==> config.mk <==
export PLATFORM = sky130hd
export DESIGN_NAME = icache_responder
export DESIGN_NICKNAME = d
export VERILOG_FILES = /design/src/rtl/icache_responder_pkg.sv /design/src/rtl/icache_mem.sv /design/src/rtl/icache_responder.sv
export SDC_FILE = /design/constraint.sdc
export NUM_CORES = 2
export LEC_CHECK = 0
export CORE_MARGIN = 3
export CORE_UTILIZATION = 56
export DETAILED_ROUTE_END_ITERATION = 10
export MAX_ROUTING_LAYER = met4
export PLACE_DENSITY = 0.73
export SKIP_LAST_GASP = 1
export SLEW_MARGIN = 20
export SYNTH_ARGS = -nofsm -noshare
export SYNTH_HDL_FRONTEND = slang
export SYNTH_SLANG_ARGS = --single-unit
==> constraint.sdc <==
create_clock -name clk -period 11.1 [get_ports clk]
set_clock_uncertainty 0.1 [all_clocks]
set_input_delay 1.11 -clock clk [delete_from_list [all_inputs] [get_ports clk]]
set_output_delay 1.11 -clock clk [all_outputs]
set_load 0.03 [all_outputs]
==> src/rtl/icache_responder_pkg.sv <==
// rtl/icache_responder_pkg.sv - shared bus encodings, cache geometry and line types for the instruction cache
package icache_responder_pkg;

    localparam int ICACHE_XLEN  = 32;
    localparam int ICACHE_LINES = 32;
    localparam int ICACHE_IDX_W = $clog2(ICACHE_LINES);
    localparam int ICACHE_TAG_W = ICACHE_XLEN - 3 - ICACHE_IDX_W;

    typedef enum logic [1:0] {
        BUS_NONE = 2'b00,
        BUS_LOAD = 2'b01
    } bus_command_t;

    typedef logic [ICACHE_TAG_W-1:0] icache_tag_t;

    typedef struct packed {
        logic        valid;
        icache_tag_t tag;
        logic [63:0] data;
    } icache_line_t;

    typedef enum logic [1:0] {
        ST_IDLE = 2'd0,
        ST_REQ  = 2'd1,
        ST_WAIT = 2'd2
    } icache_state_t;

endpackage

==> src/rtl/icache_mem.sv <==
// rtl/icache_mem.sv - line storage: async read port, sync write port, async clear of valid bits
//
// Ports:
//   clk, rst_n            clock, asynchronous active-low clear of all valid bits
//   rd_idx                read index; rd_valid/rd_tag/rd_data follow it combinationally
//   wr_en/wr_idx/...      on a rising edge with wr_en, the line at wr_idx becomes
//                         valid with wr_tag/wr_data
module icache_mem #(
    parameter int NUM_LINES = 32,
    parameter int IDX_W     = $clog2(NUM_LINES),
    parameter int TAG_W     = 24
) (
    input  logic             clk,
    input  logic             rst_n,
    input  logic [IDX_W-1:0] rd_idx,
    output logic             rd_valid,
    output logic [TAG_W-1:0] rd_tag,
    output logic [63:0]      rd_data,
    input  logic             wr_en,
    input  logic [IDX_W-1:0] wr_idx,
    input  logic [TAG_W-1:0] wr_tag,
    input  logic [63:0]      wr_data
);

    logic [NUM_LINES-1:0] valid_q;
    logic [NUM_LINES-1:0] valid_d;
    logic [TAG_W-1:0]     tag_q  [NUM_LINES];
    logic [63:0]          data_q [NUM_LINES];

    always_comb begin
        valid_d = valid_q;
        if (wr_en) begin
            valid_d[wr_idx] = 1'b1;
        end
    end

    always_ff @(posedge clk or negedge rst_n) begin
        if (!rst_n) begin
            valid_q <= '0;
        end else begin
            valid_q <= valid_d;
        end
    end

    // Tag and data need no reset: they are only trusted behind a set valid bit.
    always_ff @(posedge clk) begin
        if (wr_en) begin
            tag_q[wr_idx]  <= wr_tag;
            data_q[wr_idx] <= wr_data;
        end
    end

    assign rd_valid = valid_q[rd_idx];
    assign rd_tag   = tag_q[rd_idx];
    assign rd_data  = data_q[rd_idx];

endmodule

==> src/rtl/icache_responder.sv <==
// rtl/icache_responder.sv - direct-mapped instruction cache with single outstanding tagged miss
//
// Ports:
//   clk, reset                      clock, asynchronous active-low reset
//   proc2Icache_addr                fetch block address, bits [2:0] ignored
//   Icache2proc_data/valid          64-bit block {inst@addr+4, inst@addr}, combinational
//   proc2Imem_command/addr          BUS_LOAD request for the missing block
//   mem_grant_i, Imem2proc_response arbiter grant and accepted transaction tag
//   Imem2proc_data/tag              returned block and its tag (0 = nothing)
module icache_responder
    import icache_responder_pkg::*;
#(
    parameter int XLEN      = ICACHE_XLEN,
    parameter int NUM_LINES = ICACHE_LINES
) (
    input  logic            clk,
    input  logic            reset,
    input  logic [XLEN-1:0] proc2Icache_addr,
    output logic [63:0]     Icache2proc_data,
    output logic            Icache2proc_valid,
    output logic [1:0]      proc2Imem_command,
    output logic [XLEN-1:0] proc2Imem_addr,
    input  logic            mem_grant_i,
    input  logic [3:0]      Imem2proc_response,
    input  logic [63:0]     Imem2proc_data,
    input  logic [3:0]      Imem2proc_tag
);

    localparam int IDX_W = $clog2(NUM_LINES);
    localparam int TAG_W = XLEN - 3 - IDX_W;
    localparam int BLK_W = XLEN - 3;

    icache_state_t    state_q, state_d;
    logic [BLK_W-1:0] miss_blk_q, miss_blk_d;
    logic [3:0]       miss_tag_q, miss_tag_d;

    logic [BLK_W-1:0] fetch_blk;
    logic [IDX_W-1:0] fetch_idx;
    logic [TAG_W-1:0] fetch_tag;
    logic             unused_addr_bits;

    logic             rd_valid;
    logic [TAG_W-1:0] rd_tag;
    logic [63:0]      rd_data;
    logic             hit;
    logic             fill_en;

    // Byte offset within the 8-byte block is irrelevant to fetch.
    assign unused_addr_bits = ^proc2Icache_addr[2:0];
    assign fetch_blk        = proc2Icache_addr[XLEN-1:3];
    assign fetch_idx        = fetch_blk[IDX_W-1:0];
    assign fetch_tag        = fetch_blk[BLK_W-1:IDX_W];
    assign hit              = rd_valid && (rd_tag == fetch_tag);

    icache_mem #(
        .NUM_LINES (NUM_LINES),
        .IDX_W     (IDX_W),
        .TAG_W     (TAG_W)
    ) u_mem (
        .clk      (clk),
        .rst_n    (reset),
        .rd_idx   (fetch_idx),
        .rd_valid (rd_valid),
        .rd_tag   (rd_tag),
        .rd_data  (rd_data),
        .wr_en    (fill_en),
        .wr_idx   (miss_blk_q[IDX_W-1:0]),
        .wr_tag   (miss_blk_q[BLK_W-1:IDX_W]),
        .wr_data  (Imem2proc_data)
    );

    always_comb begin
        state_d           = state_q;
        miss_blk_d        = miss_blk_q;
        miss_tag_d        = miss_tag_q;
        fill_en           = 1'b0;
        Icache2proc_valid = hit;
        Icache2proc_data  = hit ? rd_data : 64'd0;
        proc2Imem_command = BUS_NONE;
        proc2Imem_addr    = '0;

        case (state_q)
            ST_IDLE: begin
                if (!hit) begin
                    state_d    = ST_REQ;
                    miss_blk_d = fetch_blk;
                end
            end
            ST_REQ: begin
                proc2Imem_command = BUS_LOAD;
                proc2Imem_addr    = {miss_blk_q, 3'b000};
                if (mem_grant_i && (Imem2proc_response != 4'd0)) begin
                    miss_tag_d = Imem2proc_response;
                    state_d    = ST_WAIT;
                end else if (fetch_blk != miss_blk_q) begin
                    // Request not yet accepted, so it can be dropped or redirected freely.
                    if (hit) begin
                        state_d = ST_IDLE;
                    end else begin
                        miss_blk_d = fetch_blk;
                    end
                end
            end
            ST_WAIT: begin
                if ((Imem2proc_tag == miss_tag_q) && (miss_tag_q != 4'd0)) begin
                    fill_en = 1'b1;
                    state_d = ST_IDLE;
                    // Forward the returning block so fetch need not wait for the write.
                    if (fetch_blk == miss_blk_q) begin
                        Icache2proc_valid = 1'b1;
                        Icache2proc_data  = Imem2proc_data;
                    end
                end
            end
            default: begin
                state_d = ST_IDLE;
            end
        endcase
    end

    always_ff @(posedge clk or negedge reset) begin
        if (!reset) begin
            state_q    <= ST_IDLE;
            miss_blk_q <= '0;
            miss_tag_q <= '0;
        end else begin
            state_q    <= state_d;
            miss_blk_q <= miss_blk_d;
            miss_tag_q <= miss_tag_d;
        end
    end

endmodule

==> impl_metrics.json <==
{
  "root_buffer": "clkbuf_16",
  "ys_seq_area_frac": 0.773,
  "cts_tree": "done",
  "dp_hpwl_mm": 131,
  "grt_pass1_vias": 54541,
  "ios": 206,
  "die_y_um": 452,
  "cp-start-kind": "input pin",
  "drc_errors": 0,
  "core_area_um2": 198000,
  "path_buf_inv": 4,
  "layout-drive-gt1-share": 0.290,
  "rows": 163,
  "grt_start_max_net_pins": 154,
  "post_cts_buffers": 0,
  "yosys_warnings": 0,
  "start_util": 0.564,
  "use_met2": 0.447,
  "antenna_found_initial": 7,
  "hold_viol": 0,
  "grt-ovfl-total": 0,
  "met1_usage": 0.371,
  "tightestPinTransition_ns": 1.19,
  "detailedPlace.worstSlack_ns": 2.12,
  "synth_edf_count": 2816,
  "path_max_fanout": 128,
  "synthTopCellsByArea": "edfxtp_1 76%, mux4_2 16%, dfrtp_1 1.5%",
  "clock_path_buffers": 4,
  "insertion_delay_ns": 0.94,
  "ys_ff_latch": 2883,
  "finalMaxSlewViolations": 0,
  "slowest_delay_ns": 0.82,
  "top_usage_layer": "met2",
  "finalNetCount": 5182,
  "async_reset_ff_frac": 0.0232,
  "dr.pass1.iters": 5,
  "relSlewSlack": 0.208,
  "holdBufCountCts": 0,
  "finalWeightedCongestion": 0.806,
  "fin_crit_sh": 0.797,
  "wl_per_cell_um": 34.6,
  "r2r_setup_slack_ns": 6.15,
  "die-area_um2": 205000,
  "cap_violations": 0,
  "grt_pass1_wl_mm": 394,
  "r2r.worst_path.cells": 9,
  "max_freq_mhz": 113,
  "synth_cells": 4721,
  "r2r-end": "u_mem.data_q[10][6]",
  "num_vias": 53193,
  "r2r_start": "miss_tag_q[0]",
  "finalSetupViolations": 0,
  "endpoint_kind": "output port",
  "port_buffers": 198,
  "cts_resized": 0,
  "period_minus_slack_ns": 8.84,
  "clk_pin_slew_worst_paths_ns": 0.06,
  "viasPerCell": 6.72,
  "hold_path_class": "input pin to asynchronous set/reset pin",
  "crit_slowest_cell": "clkdlybuf4s50_1",
  "h-tree-depth": 5,
  "use_met3": 0.0461,
  "synth-main-ff-cell": "edfxtp_1",
  "synth_cell_types": 63,
  "avgSynthCellArea_um2": 23.6,
  "p_leak_nw": 39.7,
  "crit_required_ns": 9.89,
  "antenna_left": 0,
  "synth_top_cell_by_area": "edfxtp_1",
  "critPathTopFamily": "buffers and inverters",
  "powerDensity_nw_per_um2": 191,
  "drt_iter0_drc": 7204,
  "postLayoutCoreUtil": 0.638,
  "crit_type": "input pin to output port",
  "tns_ns": 0,
  "yosysTopAreaCellShare": 0.758,
  "routed_wl_mm": 274,
  "status": "finished, final reports clean",
  "rsz0062_at_grt": "no",
  "area_growth_pct": 13.0,
  "cts_buffers": 295,
  "cp.arrival_ns": 7.63,
  "max-vdd-ir-drop_v": 0.000179,
  "netlist_area_um2": 112000,
  "clock-sinks": 2883,
  "worstPathCellList": "buf_8, buf_12, mux4_2, mux2_2, a221oi_2, xnor2_1, a2111o_1, nor4_2, nand3_4, buf_4, o31ai_2, clkdlybuf4s50_1",
  "die_x_um": 452,
  "worst_slack_ns": 2.26,
  "track_usage": 0.279
}
-- cell type report --
| class | count | area, µm² |
|---|---|---|
| clock inverters | 137 | 1320 |
| flip-flops and latches | 2883 | 86300 |
| inverters | 3 | 18.8 |
| clock buffers | 361 | 7810 |
| repair buffers | 317 | 2970 |
| multi-input cells | 1575 | 24300 |
| well taps | 2640 | 3300 |
| fillers | 12517 | 71600 |
| diodes | 5 | 12.5 |
-- cells by family after synthesis --
group	count (synthesis)	synth area share
xor+xnor	60	0.00471
flops	2883	0.773
mux	1018	0.183
simple gates	314	0.0141
compound gates	179	0.0137
other cells	1	0.0000336
buf+inv	266	0.0115
-- where the power goes --
group	switching (mW)	total [mW]	internal, mW	leakage [nW]
sequential	0.399	12.9	12.5	26.1
combinational	0.939	1.60	0.661	9.06
clock	3.96	9.54	5.58	4.45
-- registers in the layout, indices dropped and copies added (netlist names) --
register       flops
u_mem.data_q    2048
u_mem.tag_q      768
u_mem.valid_q     32
miss_blk_q        29
miss_tag_q         4
state_q            2
-- metal layers --
metal,wire (µm),share of wire,vias to the layer above
met3,22700,0.083,591
met4,10000,0.037,0
met1,103000,0.37,28699
li1,-,-,20848
met5,0,0,-
met2,139000,0.51,3055
-- how the worst max path moves through the flow --
stage	slack (ns)	start	cells past startpoint	end
2_1_floorplan	4.60	Imem2proc_tag[1]	7	u_mem.valid_q[24]
3_3_place_gp	2.20	proc2Icache_addr[3]	13	Icache2proc_data[31]
3_5_place_dp	2.12	proc2Icache_addr[3]	13	Icache2proc_data[31]
4_1_cts	2.08	proc2Icache_addr[3]	13	Icache2proc_data[31]
5_1_grt	2.07	proc2Icache_addr[3]	14	Icache2proc_data[31]
6_report	2.26	proc2Icache_addr[4]	12	Icache2proc_data[31]
-- layout by cell type (no fill, tap or decap), types with 19 or more instances in the layout --
| cell | netlist | final |
|---|---|---|
| a22oi_1 | 27 | 27 |
| and2_1 | 37 | 36 |
| buf_2 | 94 | 29 |
| buf_4 | 19 | 103 |
| bufinv_16 | 0 | 26 |
| clkbuf_1 | 119 | 57 |
| clkbuf_16 | 0 | 303 |
| clkdlybuf4s50_1 | 0 | 163 |
| clkinv_1 | 0 | 59 |
| clkinv_2 | 0 | 35 |
| dfrtp_1 | 67 | 55 |
| edfxtp_1 | 2816 | 2816 |
| mux2_2 | 44 | 44 |
| mux2i_1 | 156 | 156 |
| mux4_2 | 808 | 808 |
| nand2_1 | 106 | 106 |
| nor2_1 | 51 | 19 |
| nor2_4 | 1 | 33 |
| o31ai_1 | 26 | 26 |
| o31ai_2 | 39 | 39 |
| or2_2 | 35 | 35 |
| xnor2_1 | 26 | 26 |
| xor2_1 | 34 | 34 |
-- through the flow --
stage               cells  hold WS (ns)  cell area, µm²  total power [mW]
finish               7921         0.221          126000              24.0
global placement     7414         0.344          117000              14.6
detailed placement   7417         0.348          117000              14.7
floorplan            4724         0.334          112000              13.9
CTS                  7915         0.190          126000              24.2
global route         7920         0.244          126000              24.7
-- cells in the mapped netlist, drive strengths merged (11+ instances only) --
cell / count
a22oi: 27
nand3: 17
xnor2: 26
edfxtp: 2816
xor2: 34
mux2: 54
nor2: 52
nor2b: 18
or2: 36
a21oi: 11
clkbuf: 119
o21ai: 16
nand2: 106
o31ai: 65
buf: 144
and2: 37
mux4: 808
dfrtp: 67
mux2i: 156
-- worst reg2reg max path: cells and delay by family, from the launching register on --
kind | cells | cell delay [ns]
AND/OR/NAND/NOR | 6 | 2.08
buffers and inverters | 2 | 1.89
flip-flops | 1 | 0.40
AO/OA/AOI/OAI | 1 | 0.06
(Power assumes the default switching activity.)
